<file path="config.mk">
export PLATFORM = sky130hd
export DESIGN_NAME = inner_product_engine_flat
export DESIGN_NICKNAME = d
export VERILOG_FILES = /design/src/rtl/inner_product_engine_pkg.sv /design/src/rtl/inner_product_engine_if.sv /design/src/rtl/inner_product_engine_mac_unit.sv /design/src/rtl/inner_product_engine.sv /design/src/flat_wrapper.sv
export SDC_FILE = /design/constraint.sdc
export NUM_CORES = 2
export LEC_CHECK = 0
export BUFFER_PORTS_ARGS = -buffer_cell sky130_fd_sc_hd__buf_2
export CELL_PAD_IN_SITES_DETAIL_PLACEMENT = 0
export CELL_PAD_IN_SITES_GLOBAL_PLACEMENT = 1
export CORE_UTILIZATION = 45
export DETAILED_ROUTE_END_ITERATION = 8
export PLACE_DENSITY_LB_ADDON = 0.1
export SLEW_MARGIN = 20
export SYNTH_ARGS = -nofsm -noshare
export SYNTH_HDL_FRONTEND = slang
export SYNTH_SLANG_ARGS = --single-unit
export TNS_END_PERCENT = 5
</file>
<file path="constraint.sdc">
create_clock -name clk -period 10.3 [get_ports clk]
set_input_delay 0 -clock clk [delete_from_list [all_inputs] [get_ports clk]]
set_output_delay 0 -clock clk [all_outputs]
set_load 0.05 [all_outputs]
</file>
<file path="src/rtl/inner_product_engine_pkg.sv">
// Shared definitions for the inner-product engine: FSM encoding and memory word geometry.
package inner_product_engine_pkg;

    localparam int WORD_BYTES = 4;

    typedef enum logic [2:0] {
        IDLE = 3'd0,
        RD_A = 3'd1,
        RD_B = 3'd2,
        MAC  = 3'd3,
        FIN  = 3'd4
    } state_t;

endpackage

</file>
<file path="src/rtl/inner_product_engine_if.sv">
// Job request/response and word-memory read port of the inner-product engine.
interface inner_product_engine_if #(
    parameter int DATA_W = 32,
    parameter int ADDR_W = 32,
    parameter int LEN_W  = 8,
    parameter int ACC_W  = 2 * DATA_W + LEN_W
);
    logic              start;
    logic [ADDR_W-1:0] base_a;
    logic [ADDR_W-1:0] base_b;
    logic [LEN_W-1:0]  len;
    logic              mem_rd_en;
    logic [ADDR_W-1:0] mem_addr;
    logic [DATA_W-1:0] mem_rdata;
    logic              busy;
    logic              done;
    logic [ACC_W-1:0]  result;
    logic              overflow;

    // master: the requester that also owns the memory; slave: the engine
    modport master (
        output start, base_a, base_b, len, mem_rdata,
        input  mem_rd_en, mem_addr, busy, done, result, overflow
    );

    modport slave (
        input  start, base_a, base_b, len, mem_rdata,
        output mem_rd_en, mem_addr, busy, done, result, overflow
    );

endinterface

</file>
<file path="src/rtl/inner_product_engine_mac_unit.sv">
// Combinational multiply-accumulate: full-width product, extension to the
// accumulator width and add-overflow detection for signed or unsigned operands.
module mac_unit
    import inner_product_engine_pkg::*;
#(
    parameter int DATA_W      = 32,
    parameter int ACC_W       = 72,
    parameter bit SIGNED_MODE = 1'b1
) (
    input  logic [DATA_W-1:0] a,
    input  logic [DATA_W-1:0] b,
    input  logic [ACC_W-1:0]  acc_in,
    output logic [ACC_W-1:0]  acc_out,
    output logic              overflow
);

    logic [2*DATA_W-1:0] prod;
    logic [ACC_W-1:0]    prod_ext;

    generate
        if (SIGNED_MODE) begin : g_signed
            logic signed [2*DATA_W-1:0] a_ext;
            logic signed [2*DATA_W-1:0] b_ext;

            assign a_ext    = (2*DATA_W)'($signed(a));
            assign b_ext    = (2*DATA_W)'($signed(b));
            assign prod     = a_ext * b_ext;
            assign prod_ext = ACC_W'($signed(prod));
            assign acc_out  = acc_in + prod_ext;
            // two same-signed addends producing the opposite sign means the sum left the range
            assign overflow = (acc_in[ACC_W-1] == prod_ext[ACC_W-1]) &&
                              (acc_out[ACC_W-1] != acc_in[ACC_W-1]);
        end else begin : g_unsigned
            logic [2*DATA_W-1:0] a_ext;
            logic [2*DATA_W-1:0] b_ext;
            logic                carry;

            assign a_ext              = (2*DATA_W)'(a);
            assign b_ext              = (2*DATA_W)'(b);
            assign prod               = a_ext * b_ext;
            assign prod_ext           = ACC_W'(prod);
            assign {carry, acc_out}   = {1'b0, acc_in} + {1'b0, prod_ext};
            assign overflow           = carry;
        end
    endgenerate

endmodule

</file>
<file path="src/rtl/inner_product_engine.sv">
// Sequential dot-product engine: walks two word vectors in memory, one read per
// operand, accumulating the products and reporting the sum with a sticky overflow.
module inner_product_engine
    import inner_product_engine_pkg::*;
#(
    parameter int DATA_W      = 32,
    parameter int ADDR_W      = 32,
    parameter int LEN_W       = 8,
    parameter int ACC_W       = 2 * DATA_W + LEN_W,
    parameter bit SIGNED_MODE = 1'b1
) (
    input logic                   clk,
    input logic                   reset,
    inner_product_engine_if.slave bus
);

    state_t            state_reg;
    logic [ADDR_W-1:0] base_a_reg;
    logic [ADDR_W-1:0] base_b_reg;
    logic [LEN_W-1:0]  len_reg;
    logic [LEN_W-1:0]  index_reg;
    logic [DATA_W-1:0] opa_reg;
    logic [ACC_W-1:0]  acc_reg;
    logic [ACC_W-1:0]  result_reg;
    logic              ovf_reg;
    logic              busy_reg;
    logic              done_reg;
    logic              rd_en_reg;
    logic [ADDR_W-1:0] addr_reg;

    logic [LEN_W-1:0]  index_next;
    logic [ADDR_W-1:0] off_cur;
    logic [ADDR_W-1:0] off_next;
    logic              last_elem;
    logic [ACC_W-1:0]  acc_next;
    logic              acc_ovf;

    assign index_next = index_reg + LEN_W'(1);
    assign off_cur    = ADDR_W'(index_reg) * ADDR_W'(WORD_BYTES);
    assign off_next   = ADDR_W'(index_next) * ADDR_W'(WORD_BYTES);
    assign last_elem  = (index_next == len_reg);

    // operand A was captured during the B read; B arrives on mem_rdata in MAC
    mac_unit #(
        .DATA_W      (DATA_W),
        .ACC_W       (ACC_W),
        .SIGNED_MODE (SIGNED_MODE)
    ) u_mac (
        .a        (opa_reg),
        .b        (bus.mem_rdata),
        .acc_in   (acc_reg),
        .acc_out  (acc_next),
        .overflow (acc_ovf)
    );

    always_ff @(posedge clk) begin
        if (reset) begin
            state_reg  <= IDLE;
            base_a_reg <= '0;
            base_b_reg <= '0;
            len_reg    <= '0;
            index_reg  <= '0;
            opa_reg    <= '0;
            acc_reg    <= '0;
            result_reg <= '0;
            ovf_reg    <= 1'b0;
            busy_reg   <= 1'b0;
            done_reg   <= 1'b0;
            rd_en_reg  <= 1'b0;
            addr_reg   <= '0;
        end else begin
            // read strobe, address and done are one-cycle outputs unless re-armed below
            done_reg  <= 1'b0;
            rd_en_reg <= 1'b0;
            addr_reg  <= '0;

            case (state_reg)
                IDLE: begin
                    if (bus.start) begin
                        busy_reg  <= 1'b1;
                        acc_reg   <= '0;
                        index_reg <= '0;
                        ovf_reg   <= 1'b0;
                        if (bus.len != '0) begin
                            base_a_reg <= bus.base_a;
                            base_b_reg <= bus.base_b;
                            len_reg    <= bus.len;
                            rd_en_reg  <= 1'b1;
                            addr_reg   <= bus.base_a;
                            state_reg  <= RD_A;
                        end else begin
                            result_reg <= '0;
                            done_reg   <= 1'b1;
                            state_reg  <= FIN;
                        end
                    end
                end

                RD_A: begin
                    rd_en_reg <= 1'b1;
                    addr_reg  <= base_b_reg + off_cur;
                    state_reg <= RD_B;
                end

                RD_B: begin
                    opa_reg   <= bus.mem_rdata;
                    state_reg <= MAC;
                end

                MAC: begin
                    acc_reg   <= acc_next;
                    ovf_reg   <= ovf_reg | acc_ovf;
                    index_reg <= index_next;
                    if (last_elem) begin
                        result_reg <= acc_next;
                        done_reg   <= 1'b1;
                        state_reg  <= FIN;
                    end else begin
                        rd_en_reg <= 1'b1;
                        addr_reg  <= base_a_reg + off_next;
                        state_reg <= RD_A;
                    end
                end

                FIN: begin
                    busy_reg  <= 1'b0;
                    state_reg <= IDLE;
                end

                default: begin
                    busy_reg  <= 1'b0;
                    state_reg <= IDLE;
                end
            endcase
        end
    end

    assign bus.mem_rd_en = rd_en_reg;
    assign bus.mem_addr  = addr_reg;
    assign bus.busy      = busy_reg;
    assign bus.done      = done_reg;
    assign bus.result    = result_reg;
    assign bus.overflow  = ovf_reg;

endmodule

</file>
<file path="src/flat_wrapper.sv">
// flat-port wrapper written by rule: the top's interface ports become plain ports
module inner_product_engine_flat import inner_product_engine_pkg::*;
#(
    parameter int DATA_W      = 32,
    parameter int ADDR_W      = 32,
    parameter int LEN_W       = 8,
    parameter int ACC_W       = 2 * DATA_W + LEN_W,
    parameter bit SIGNED_MODE = 1'b1
)
  (clk, reset, bus_start, bus_base_a, bus_base_b, bus_len, bus_mem_rdata, bus_mem_rd_en, bus_mem_addr, bus_busy, bus_done, bus_result, bus_overflow);
  inner_product_engine_if #(.DATA_W(DATA_W), .ADDR_W(ADDR_W), .LEN_W(LEN_W), .ACC_W(ACC_W)) bus_i ();
  input logic clk;
  input logic reset;
  input wire logic [$bits(bus_i.start)-1:0] bus_start;
  input wire logic [$bits(bus_i.base_a)-1:0] bus_base_a;
  input wire logic [$bits(bus_i.base_b)-1:0] bus_base_b;
  input wire logic [$bits(bus_i.len)-1:0] bus_len;
  input wire logic [$bits(bus_i.mem_rdata)-1:0] bus_mem_rdata;
  output wire logic [$bits(bus_i.mem_rd_en)-1:0] bus_mem_rd_en;
  output wire logic [$bits(bus_i.mem_addr)-1:0] bus_mem_addr;
  output wire logic [$bits(bus_i.busy)-1:0] bus_busy;
  output wire logic [$bits(bus_i.done)-1:0] bus_done;
  output wire logic [$bits(bus_i.result)-1:0] bus_result;
  output wire logic [$bits(bus_i.overflow)-1:0] bus_overflow;
  assign bus_i.start = bus_start;
  assign bus_i.base_a = bus_base_a;
  assign bus_i.base_b = bus_base_b;
  assign bus_i.len = bus_len;
  assign bus_i.mem_rdata = bus_mem_rdata;
  assign bus_mem_rd_en = bus_i.mem_rd_en;
  assign bus_mem_addr = bus_i.mem_addr;
  assign bus_busy = bus_i.busy;
  assign bus_done = bus_i.done;
  assign bus_result = bus_i.result;
  assign bus_overflow = bus_i.overflow;
  inner_product_engine #(.DATA_W(DATA_W), .ADDR_W(ADDR_W), .LEN_W(LEN_W), .ACC_W(ACC_W), .SIGNED_MODE(SIGNED_MODE)) u_core (.clk(clk), .reset(reset), .bus(bus_i));
endmodule
</file>
[Word level (Yosys, flattened, before mapping)]
Index checks and enable logic that the tools add are counted.
Cells by class
  add/subtract/negate cells: 4
  bitwise operators: 2
  equality and inequality tests: 9
  multiplexer cells: 28
  multiply operators: 1
  reductions and logical operators: 9
Operators with widths (count)
  two-way mux 72 bit: 4
  one-hot mux 72 bit (2 select lines): 2
  two-way mux 32 bit: 3
  one-hot mux 32 bit (3 select lines): 1
  adder 72 bit: 1
  adder 32 x 10 -> 32 bit: 2
  multiplier 32 x 32 -> 64 bit: 1
  one-hot mux 8 bit (2 select lines): 1
  one-hot mux 3 bit (4 select lines): 1
  two-way mux 3 bit: 3
  adder 8 x 1 -> 8 bit (second input constant): 1
  == test 8 bit: 1
  two-way mux 1 bit: 8
  two-way mux 8 bit: 1
  nonzero test 8 bit: 1
  == test 3 x 2 -> 1 bit (second input constant): 2
  one-hot mux 1 bit (2 select lines): 3
  inequality test 2 bit (second input constant): 2
  AND reduction 2 bit: 2
  AND reduction 4 bit: 1
  == test 3 x 1 -> 1 bit (second input constant): 1
  logical NOT 3 bit: 1
  one-hot mux 1 bit (3 select lines): 1
  AND reduction 3 bit: 1
  other kinds (8): 8
Storage, ports and cells
  output and inout port bits: 108
  word-level logic and storage cells: 66
  register bits after elaboration: 295
  bits of input ports: 107

[Depth between registers and ports, before layout]
  depth in word-level cells: 6
  mapped depth: 40
  gate-level depth less buffers: 37

[Hierarchy]
From an unflattened synthesis, not the netlist that was laid out.
Second synthesis, totals
  cell total of the unflattened synthesis: 6007
  area, all modules: 52870.7 µm²
Modules (own cells, without submodules)
  mac_unit: cells each 4540, sequential area each 0.0 µm², area each 40460.1 µm², instances 1
  inner_product_engine: cells each 1467, sequential area each 5905.7 µm², area each 12410.7 µm², instances 1

[Least setup slack after synthesis]
Ideal clock, no wire load.
  kind: register -> register
  from: register u_core.opa_reg[31]
  to: register u_core.acc_reg[71]
  required time: 10183 ps
  clock period less this slack: 9931 ps
  setup slack: 369 ps
  arrival time: 9814 ps
  library setup time: 117 ps
  cell stages (with the launch flop): 39
  buffers on the path: 3
  cell sequence: dfxtp_1 > clkbuf_1 > nand2_1 > inv_1 > fa_1 > fa_1 > fa_1 > fa_1 > inv_1 > fa_1 > inv_1 > fa_1 > inv_1 > fa_1 > inv_1 > fa_1 > ha_1 > clkbuf_1 > (+3 left out) > nor2_1 > o211ai_1 > a21oi_1 > a31oi_1 > o41ai_1 > xnor2_1 > ha_1 > clkbuf_1 > a21oi_1 > o21bai_1 > a21o_1 > a21o_1 > a21oi_1 > o31ai_1 > a2111oi_0 > a2bb2oi_1 > xnor2_1 > a22o_1
Between the ends
  word-level cells in the longest chain between the ends: 3
Ends and longest elaborated chain
  start: declaration: line inner_product_engine.sv:22  | logic [DATA_W-1:0] opa_reg;
  start signal: assignment: line inner_product_engine.sv:106  | opa_reg <= bus.mem_rdata;
  multiplier 32 x 32 -> 64 bit: line inner_product_engine_mac_unit.sv:27  | assign prod = a_ext * b_ext;
  adder 72 bit: line inner_product_engine_mac_unit.sv:29  | assign acc_out = acc_in + prod_ext;
  one-hot mux 72 bit (2 select lines): line inner_product_engine.sv:77  | case (state_reg)
  end signal: assignment: line inner_product_engine.sv:111  | acc_reg <= acc_next;
  end: declaration: line inner_product_engine.sv:23  | logic [ACC_W-1:0] acc_reg;
Every way passes these cells.
A chain may end at the register's enable or synchronous reset.

[Worst setup path in the final report]
  from: register u_core.opa_reg[9]
  to: register u_core.acc_reg[62]
Same word-level chain as after synthesis.

==> flow_metrics.py <==
metrics = {
    "layout": {
        "syn2layout_area_growth_pct": 11.9,
        "fin_nets": 7663,
        "drive_gt1_frac": 0.0934,
        "fin_cells": 7744,
    },
    "critical_path": {
        "crit_path_end_kind": "register",
        "reg2reg_depth": 37,
        "r2r_slack_ns": 0.42,
        "arrival_ns": 10.36,
        "r2r-start": "u_core.opa_reg[9]",
        "rr_endpoint": "u_core.acc_reg[62]",
        "crit_path_max_incr_delay_ns": 0.59,
        "startpoint_type": "register",
        "critPathSlowestCell": "or4_4",
        "required_ns": 10.77,
        "cp_common_cell": "fa_1",
        "crit_start": "u_core.opa_reg[9]",
        "cp_max_fo": 17,
        "path_class": "register to register",
    },
    "sta": {
        "hold_violations": 0,
        "fin_crit_sh": 0.960,
        "period_needed_ns": 9.88,
        "relSlewSlack": 0.259,
        "worst_pin_slew_ns": 1.11,
        "skew_ns": 0.0738,
        "setup_slack_ns": 0.415,
        "drv_slew": 0,
        "setup_viol": 0,
        "rsz0062_at_grt": "yes",
        "fmax_mhz": 101,
    },
    "outcome": {
        "violations": "design-rule violations",
        "status": "finished with violations",
    },
    "worst_hold_path": {
        "hp-start": "bus_mem_rdata[1]",
        "min_path_cells": 4,
        "hold_path_class": "input port to register",
        "min_to": "u_core.opa_reg[1]",
    },
    "pwr": {
        "finalPower_mw": 17.9,
        "power_density_nw_per_um2": 307,
        "clkPwrFrac": 0.084,
        "p_comb_frac": 0.843,
        "swShare": 0.557,
        "p_int_mw": 7.93,
        "ir_worst_vdd_uv": 378,
        "p_sw_mw": 9.96,
        "power.leakage_nw": 27.6,
        "seq_power_share": 0.072,
    },
    "placed_design": {
        "hpwlAfterDp_mm": 124,
        "io_buffer_count": 214,
        "dp_slack_ns": -0.00248,
        "place_inst": 7559,
        "gp_congestion": 0.867,
    },
    "logic_synthesis": {
        "yosysUniqueCellTypes": 85,
        "synth_top_cell_area_share": 0.417,
        "synth_nets": 7418,
        "synth_fa_ha_area_frac": 0.483,
        "synth_area_sq_um": 52000,
        "ys.flop_type": "dfxtp_1",
        "yosysTopAreaCell": "fa_1",
        "ys_ff_latch": 295,
        "ys_seq_area_frac": 0.113,
        "synthArstFlopShare": 0,
        "synthCells": 5954,
        "synth_xor_area_frac": 0.0332,
        "yosysWarningCount": 0,
        "synth_compound_area_frac": 0.0986,
        "yosys.area_share.simple": 0.173,
        "synth_most_common_cell": "fa_1",
        "synth_top_family_by_area": "adder cells",
        "synthMuxAreaShare": 0.000817,
        "synthTopCellsByArea": "fa_1, dfxtp_1, inv_1",
        "avgSynthCellArea_sq_um": 8.74,
        "synth_edf_count": 0,
        "synthTopCellsByCount": "fa_1, inv_1, nand2_1",
    },
    "clocking": {
        "cts-root-buf": "clkbuf_16",
        "htreeDepth": 2,
        "clock_latency_ns": 0.62,
        "clk_path_buf_depth": 3,
        "cts_buffers": 38,
        "cts.sinks": 295,
        "clkSlewWorstSetupHoldPaths_ns": 0.08,
        "tritoncts": "built",
    },
    "drt": {
        "wirelength_mm": 152,
        "drcViolationCount": 6,
        "routed-via-count": 40600,
        "wire_per_inst_um": 19.6,
        "drt_pass1_iterations": 8,
        "final_antenna_net_count": 0,
        "avgViaCountPerCell": 5.24,
        "drt_iter0_drc": 2204,
    },
    "global_route": {
        "grt_pass1_wl_mm": 245,
        "antenna_found_initial": 5,
        "grt_max_degree": 85,
        "grt_pass1_vias": 42900,
        "track_usage": 0.267,
        "overflow": 0,
    },
    "die": {
        "dieWidth_um": 342,
        "num_io_pins": 215,
        "dieHeight_um": 342,
        "rows": 124,
        "dieArea_sq_um": 117000,
        "coreArea_sq_um": 115000,
        "start_util": 0.455,
    },
    "job": {
        "cap_violations": 0,
    },
}
-- power by group through the flow --
stage	logic (mW)	clock network, mW	registers [mW]
2_1_floorplan	9.76	0	1.32
6_report	15.1	1.51	1.30
3_3_place_gp	14.8	0	1.32
4_1_cts	14.9	1.55	1.29
5_1_grt	16.8	1.59	1.30
3_5_place_dp	14.7	0	1.32
-- cells in the final DEF (no fill, tap or decap), types with 90 or more instances in the layout --
master | synthesis | final
dlygate4sd3_1 | 0 | 104
buf_4 | 0 | 203
ha_1 | 272 | 269
nand2_1 | 996 | 995
fa_1 | 1085 | 1083
nor2_1 | 245 | 239
and2_1 | 442 | 440
xnor2_1 | 125 | 124
o21ai_0 | 93 | 90
inv_1 | 1026 | 1024
a21oi_1 | 339 | 335
dfxtp_1 | 295 | 278
buf_2 | 9 | 211
-- timing repair --
item | CTS | global route
endpoints found under the hold margin | 182 | 0
hold buffers | 104 | 0
gates cloned | 0 | 1
pin swaps | 0 | 9
gates resized for setup | 2 | 63
setup endpoints to repair | 6 | 54
buffers inserted | 0 | 7
-- worst max-delay path: cells and delay by family (launching register included) --
family	cells	cell delay [ns]
XOR/XNOR	2	0.24
AND/OR/NAND/NOR	5	1.13
adder cells (fa/ha/maj)	10	4.68
buffers and inverters	9	1.03
flip-flops	1	0.41
AO/OA/AOI/OAI	11	2.26
-- worst max path at each step --
stage                               end  cells after the start  slack [ns]
finish               u_core.acc_reg[62]                     37        0.42
global route         u_core.acc_reg[62]                     37       -0.01
CTS                  u_core.acc_reg[62]                     37        0.01
detailed placement  u_core.bus.overflow                     34      -0.002
global placement    u_core.bus.overflow                     34        0.11
floorplan            u_core.acc_reg[71]                     38        0.37
-- routing by layer --
metal	track usage	wire length, um	vias up
met1	0.378	68600	20700
met5	0	13	-
li1	-	-	18800
met3	0.0318	7840	187
met2	0.436	71600	916
met4	0.0626	3720	2
-- cells by family (layout without fill, tap and decap cells) --
group,after synthesis,in the layout
AO/OA/AOI/OAI,800,800
buffers and inverters,1360,1634
multiplexers,4,4
AND/OR/NAND/NOR,1942,1942
XOR/XNOR,196,196
other,0,4
flip-flops,295,295
adder cells (fa/ha/maj),1357,1357
-- per-stage QoR --
stage          cell area (sq um)  utilization  hold slack, ns  setup TNS, ns
4_1_cts                    57900        0.506          0.0456              0
5_1_grt                    58200        0.509          0.0913        -0.0227
3_5_place_dp               55500        0.485           0.246       -0.00248
2_1_floorplan              52000            -           0.136              0
3_3_place_gp               55500        0.485           0.243              0
6_report                   58200        0.509          0.0773              0
-- layout make-up --
cell class / count / area, sq um
clock inverters: 22 / 337
fillers: 11100 / 56300
well taps: 1512 / 1890
repair buffers: 538 / 3960
flip-flops and latches: 295 / 5940
multi-input cells: 4299 / 41200
diodes: 4 / 10.0
inverters: 1027 / 3860
clock buffers: 47 / 1030
No activity file was read; power rests on OpenSTA's default activity.
